<file path="src/rtl/bsg_zynq_fifo_gearbox.sv">
// Word/packet gearbox between the 32-bit Zynq shell CSR FIFOs and packet-wide
// manycore endpoint FIFOs: per-channel serial-to-parallel and parallel-to-serial paths.
module bsg_zynq_fifo_gearbox #(
    parameter int word_width_p   = 32,
    parameter int packet_width_p = 128,
    parameter int num_in_p       = 2,
    parameter int num_out_p      = 2,
    parameter int els_p          = 2,
    parameter int count_width_p  = 16
) (
    input  logic                                aclk_i,
    input  logic                                aresetn_i,

    input  logic [num_in_p*word_width_p-1:0]    ps_word_i,
    input  logic [num_in_p-1:0]                 ps_word_v_i,
    output logic [num_in_p-1:0]                 ps_word_yumi_o,
    input  logic [num_in_p-1:0]                 flush_i,
    output logic [num_in_p*packet_width_p-1:0]  pkt_o,
    output logic [num_in_p-1:0]                 pkt_v_o,
    input  logic [num_in_p-1:0]                 pkt_ready_and_i,

    input  logic [num_out_p*packet_width_p-1:0] pkt_i,
    input  logic [num_out_p-1:0]                pkt_v_i,
    output logic [num_out_p-1:0]                pkt_ready_and_o,
    output logic [num_out_p*word_width_p-1:0]   pl_word_o,
    output logic [num_out_p-1:0]                pl_word_v_o,
    input  logic [num_out_p-1:0]                pl_word_ready_and_i,

    output logic [num_in_p-1:0]                 in_partial_o,
    output logic [num_in_p*count_width_p-1:0]   in_pkt_count_o,
    output logic [num_out_p*count_width_p-1:0]  out_pkt_count_o
);

    localparam int words_lp = (packet_width_p + word_width_p - 1) / word_width_p;
    localparam int idx_w_lp = (words_lp > 1) ? $clog2(words_lp) : 1;
    localparam int ptr_w_lp = (els_p > 1) ? $clog2(els_p) : 1;
    localparam int cnt_w_lp = $clog2(els_p + 1);
    localparam int pad_w_lp = words_lp * word_width_p;
    localparam logic [idx_w_lp-1:0] last_idx_lp = idx_w_lp'(words_lp - 1);
    localparam logic [ptr_w_lp-1:0] last_ptr_lp = ptr_w_lp'(els_p - 1);

    function automatic logic [ptr_w_lp-1:0] ptr_inc(input logic [ptr_w_lp-1:0] p);
        return (p == last_ptr_lp) ? '0 : p + ptr_w_lp'(1);
    endfunction

    // Reset-done: every handshake output is held low until the first edge out of reset.
    logic rdy;
    always_ff @(posedge aclk_i or negedge aresetn_i) begin
        if (!aresetn_i) rdy <= 1'b0;
        else            rdy <= 1'b1;
    end

    for (genvar i = 0; i < num_in_p; i++) begin : in_ch
        logic [idx_w_lp-1:0]       idx;
        logic [pad_w_lp-1:0]       acc;
        logic [pad_w_lp-1:0]       assembled;
        logic [packet_width_p-1:0] mem [els_p];
        logic [ptr_w_lp-1:0]       rd_ptr, wr_ptr;
        logic [cnt_w_lp-1:0]       used;
        logic [count_width_p-1:0]  pkt_count;
        logic [word_width_p-1:0]   word;
        logic                      full, is_last, yumi, enq, valid, deq;

        assign word    = ps_word_i[i*word_width_p +: word_width_p];
        assign full    = (used == cnt_w_lp'(els_p));
        assign is_last = (idx == last_idx_lp);
        // Full is taken before any same-cycle dequeue: the last word never bypasses.
        assign yumi    = rdy & ps_word_v_i[i] & ~flush_i[i] & ~(is_last & full);
        assign enq     = yumi & is_last;
        assign valid   = rdy & (used != '0);
        assign deq     = valid & pkt_ready_and_i[i];

        always_comb begin
            assembled = acc;
            assembled[(words_lp-1)*word_width_p +: word_width_p] = word;
        end

        always_ff @(posedge aclk_i or negedge aresetn_i) begin
            if (!aresetn_i) begin
                idx       <= '0;
                acc       <= '0;
                rd_ptr    <= '0;
                wr_ptr    <= '0;
                used      <= '0;
                pkt_count <= '0;
            end else begin
                if (flush_i[i]) begin
                    idx <= '0;
                end else if (yumi) begin
                    if (is_last) begin
                        idx       <= '0;
                        wr_ptr    <= ptr_inc(wr_ptr);
                        pkt_count <= pkt_count + count_width_p'(1);
                    end else begin
                        acc[idx*word_width_p +: word_width_p] <= word;
                        idx <= idx + idx_w_lp'(1);
                    end
                end
                if (deq) rd_ptr <= ptr_inc(rd_ptr);
                case ({enq, deq})
                    2'b10:   used <= used + cnt_w_lp'(1);
                    2'b01:   used <= used - cnt_w_lp'(1);
                    default: used <= used;
                endcase
            end
        end

        always_ff @(posedge aclk_i) begin
            if (enq) mem[wr_ptr] <= assembled[packet_width_p-1:0];
        end

        assign ps_word_yumi_o[i]                                 = yumi;
        assign pkt_v_o[i]                                        = valid;
        assign pkt_o[i*packet_width_p +: packet_width_p]         = mem[rd_ptr];
        assign in_partial_o[i]                                   = (idx != '0);
        assign in_pkt_count_o[i*count_width_p +: count_width_p] = pkt_count;
    end

    for (genvar j = 0; j < num_out_p; j++) begin : out_ch
        logic [packet_width_p-1:0] pkt_r;
        logic [pad_w_lp-1:0]       padded;
        logic                      loaded;
        logic [idx_w_lp-1:0]       oidx;
        logic [count_width_p-1:0]  pkt_count;
        logic                      last, word_v, xfer, ready, accept;

        assign last   = (oidx == last_idx_lp);
        assign word_v = rdy & loaded;
        assign xfer   = word_v & pl_word_ready_and_i[j];
        assign ready  = rdy & (~loaded | (last & pl_word_ready_and_i[j]));
        assign accept = ready & pkt_v_i[j];

        always_comb begin
            padded = '0;
            padded[packet_width_p-1:0] = pkt_r;
        end

        // A new packet accepted on the last-word beat overrides the unload.
        always_ff @(posedge aclk_i or negedge aresetn_i) begin
            if (!aresetn_i) begin
                pkt_r     <= '0;
                loaded    <= 1'b0;
                oidx      <= '0;
                pkt_count <= '0;
            end else begin
                if (xfer) begin
                    if (last) begin
                        loaded    <= 1'b0;
                        pkt_count <= pkt_count + count_width_p'(1);
                    end else begin
                        oidx <= oidx + idx_w_lp'(1);
                    end
                end
                if (accept) begin
                    pkt_r  <= pkt_i[j*packet_width_p +: packet_width_p];
                    loaded <= 1'b1;
                    oidx   <= '0;
                end
            end
        end

        assign pkt_ready_and_o[j]                                 = ready;
        assign pl_word_v_o[j]                                     = word_v;
        assign pl_word_o[j*word_width_p +: word_width_p]          = padded[oidx*word_width_p +: word_width_p];
        assign out_pkt_count_o[j*count_width_p +: count_width_p] = pkt_count;
    end

endmodule

</file>
<file path="config.mk">
export PLATFORM = sky130hd
export DESIGN_NAME = bsg_zynq_fifo_gearbox
export DESIGN_NICKNAME = d
export VERILOG_FILES = /design/src/rtl/bsg_zynq_fifo_gearbox.sv
export SDC_FILE = /design/constraint.sdc
export NUM_CORES = 1
export LEC_CHECK = 0
export BUFFER_PORTS_ARGS = -buffer_cell sky130_fd_sc_hd__buf_4
export CORE_MARGIN = 5
export CORE_UTILIZATION = 55
export DETAILED_ROUTE_END_ITERATION = 8
export GPL_TIMING_DRIVEN = 0
export HOLD_SLACK_MARGIN = 0.1
export MAX_ROUTING_LAYER = met4
export PLACE_DENSITY = 0.79
export SYNTH_ARGS = -nofsm -noshare
export SYNTH_HDL_FRONTEND = slang
export SYNTH_SLANG_ARGS = --single-unit
</file>
<file path="constraint.sdc">
create_clock -name aclk_i -period 21.2 [get_ports aclk_i]
set_input_delay 4.24 -clock aclk_i [delete_from_list [all_inputs] [get_ports aclk_i]]
set_output_delay 4.24 -clock aclk_i [all_outputs]
set_load 0.02 [all_outputs]
</file>
==> impl_metrics.env <==
export IMPL_cts_tree="built"
export IMPL_htreeDepth=3
export IMPL_ant_nets=0
export IMPL_dp_slack_ns=11.69
export IMPL_drive_gt1_frac=0.402
export IMPL_fin_tns_setup_ns=0
export IMPL_r2r_start="rdy$_DFF_PN0_"
export IMPL_fp_row_count=100
export IMPL_setup_ws_ns=11.67
export IMPL_p_leak_nw=21.9
export IMPL_crit_type="primary input to primary output"
export IMPL_dr_first_iter_drc_count=2081
export IMPL_reg2reg_slack_ns=18.13
export IMPL_syn_nets=2971
export IMPL_start_util=0.555
export IMPL_wl_per_cell_um=25.4
export IMPL_finalSetupViolCount=0
export IMPL_cp_max_fo=5
export IMPL_dp_cells=4333
export IMPL_synth_seq_cells=1043
export IMPL_crit_path_start_kind="primary input"
export IMPL_first_pass_iters=5
export IMPL_netlist_top_cells_area="edfxtp_1, dfrtp_1, mux2_2, nand2_1, mux2_4"
export IMPL_clkSinkCount=1043
export IMPL_min_path_cells=0
export IMPL_drc=0
export IMPL_clock_latency_ns=0.67
export IMPL_maxSlewViolCount=0
export IMPL_hp_class="flip-flop to flip-flop"
export IMPL_finalHoldViolations=0
export IMPL_cts_buffers_inserted=103
export IMPL_period_needed_ns=9.53
export IMPL_grt_pass1_wl_um=172000
export IMPL_finalWirelength_um=115000
export IMPL_synth_most_common_cell="dfrtp_1"
export IMPL_whs_ns=0.438
export IMPL_p_per_area_nw_per_um2=126
export IMPL_synthCells=2621
export IMPL_syn_area_per_cell_um2=15.8
export IMPL_status="finished clean"
export IMPL_postCtsHoldBufs=0
export IMPL_viasPerCell=5.68
export IMPL_cts_buffer_depth=3
export IMPL_yosys_warnings=0
export IMPL_nNetsFinal=3819
export IMPL_r2r_cells=7
export IMPL_drv_cap=0
export IMPL_cts_resized=0
export IMPL_cts_clk_slew_worst_paths_ns=0.07
export IMPL_die_height_um=284
export IMPL_yosys_area_top_type="edfxtp_1"
export IMPL_max_freq_mhz=105
export IMPL_root_buffer="clkbuf_16"
export IMPL_cp_required_ns=16.96
export IMPL_max_slew_margin_rel=0.343
export IMPL_grt_max_degree=120
export IMPL_antenna_found_initial=10
export IMPL_area_delta_synth_final_pct=25.4
export IMPL_yosys_cell_types_count=43
export IMPL_dp_hpwl_um=84200
export IMPL_grtUsageTotal=0.289
export IMPL_r2r_end="in_ch[0].mem[1][125]$_DFFE_PP_"
export IMPL_synthesis_area_um2=41300
export IMPL_cp_arrival_ns=5.29
export IMPL_synth_edf_count=512
export IMPL_grt_setup_unrepaired="false"
export IMPL_vias=25739
export IMPL_synth_flop_cell="dfrtp_1"
export IMPL_core_area_um2=74400
export IMPL_fin_crit_sh=0.450
export IMPL_crit_path_start="flush_i[1]"
export IMPL_gp_congestion=0.922
export IMPL_synth_top_area_frac=0.372
export IMPL_finClkSkew_ns=0.0562
export IMPL_worst_pin_slew_ns=0.985
export IMPL_post_cts_buffers=0
export IMPL_seq_area_frac_synth=0.694
export IMPL_synthArstFlopShare=0.509
export IMPL_die_area_um2=80700
export IMPL_stdcell_count=4535
export IMPL_vdd_drop_max_mv=0.0938
export IMPL_min_to="in_ch[0].mem[0][88]$_DFFE_PP_"
export IMPL_hp_start="in_ch[0].acc[88]$_DFFE_PN0P_"
export IMPL_die_w_um=284
export IMPL_grt_pass1_vias=27373
export IMPL_io_buffers=725
export IMPL_overflow=0
export IMPL_cp_end_kind="primary output"
export IMPL_io_pins=726
export IMPL_synth_common_cells="dfrtp_1, edfxtp_1, nand2_1"
[sequential cells by signal, summed over array words and instances, names as in the netlist]
signal and flops:
out_ch.padded 256, out_ch.oidx 4, in_ch.rd_ptr 2, in_ch.wr_ptr 2, rdy 1, in_ch.pkt_count 32
out_ch.loaded 2, in_ch.acc 192, in_ch.idx 4, in_ch.mem 512, out_ch.pkt_count 32, in_ch.used 4
[cell families after synthesis]
family / count (synthesis) / share of synthesized area
adders and majority gates: 18 / 0.00545
DFF: 1043 / 0.694
xor gates and xnor gates: 72 / 0.0153
buffers and inverters: 153 / 0.0183
AOI/OAI and AO/OA: 205 / 0.0255
other: 1 / 0.0000908
muxes: 579 / 0.184
and+or+nand+nor: 550 / 0.0574
[cell usage in the layout, fill, tap and decap left out, drive strengths merged, types with 16 or more instances in the layout]
master	n
nand3	18
ha	18
nor3	18
dfrtp	531
xnor2	45
nand4	21
o21ai	192
nand2	433
nor2	16
and3	16
mux2	513
xor2	27
edfxtp	512
mux4	64
buf	805
clkbuf	230
clkinv	29
inv	16
[critical path, cell delays in order]
cell and delay [ns]:
buf_4 0.13, nand3b_1 0.21, a21oi_1 0.38, buf_4 0.18, buf_4 0.15
[through the flow]
step           cell area, um2  power (mW)  utilization
6_report                51800        6.54        0.696
5_1_grt                 51800        6.77        0.696
4_1_cts                 51800        6.58        0.695
3_5_place_dp            48400        4.78        0.650
3_3_place_gp            48000        4.72        0.644
2_1_floorplan           41300        3.89            -
[how the worst max path moves through the flow]
stage,end,slack (ns),cells after the start
after floorplan,in_ch[0].mem[0][0]$_DFFE_PP_,10.44,4
after detailed placement,ps_word_yumi_o[1],11.69,5
after global placement,in_ch[0].mem[0][80]$_DFFE_PP_,7.33,5
after CTS,ps_word_yumi_o[1],11.67,5
after global routing,ps_word_yumi_o[1],11.63,5
final,ps_word_yumi_o[1],11.67,5
[layer usage]
metal | track usage | vias up | share of wire
li1 | - | 11162 | -
met1 | 0.346 | 13296 | 0.37
met2 | 0.472 | 1031 | 0.50
met3 | 0.0729 | 250 | 0.077
met4 | 0.124 | 0 | 0.049
met5 | - | - | 0
[report_power, final]
| part | switching [mW] | internal [mW] |
|---|---|---|
| clock network | 0.770 | 1.02 |
| logic | 1.09 | 1.04 |
| registers | 0.187 | 2.43 |
| total | 2.05 | 4.49 |
[area by class of cell]
cell class,count,area (um2)
fillers,4817,22700
flip-flops and latches,1043,28700
clock buffers,152,2900
plain buffers,140,708
repair buffers,743,5860
inverters,13,48.8
clock inverters,40,458
well taps,969,1210
diodes,10,25.0
multi-input cells,1425,11900
Power figures use the tool's default switching activity.
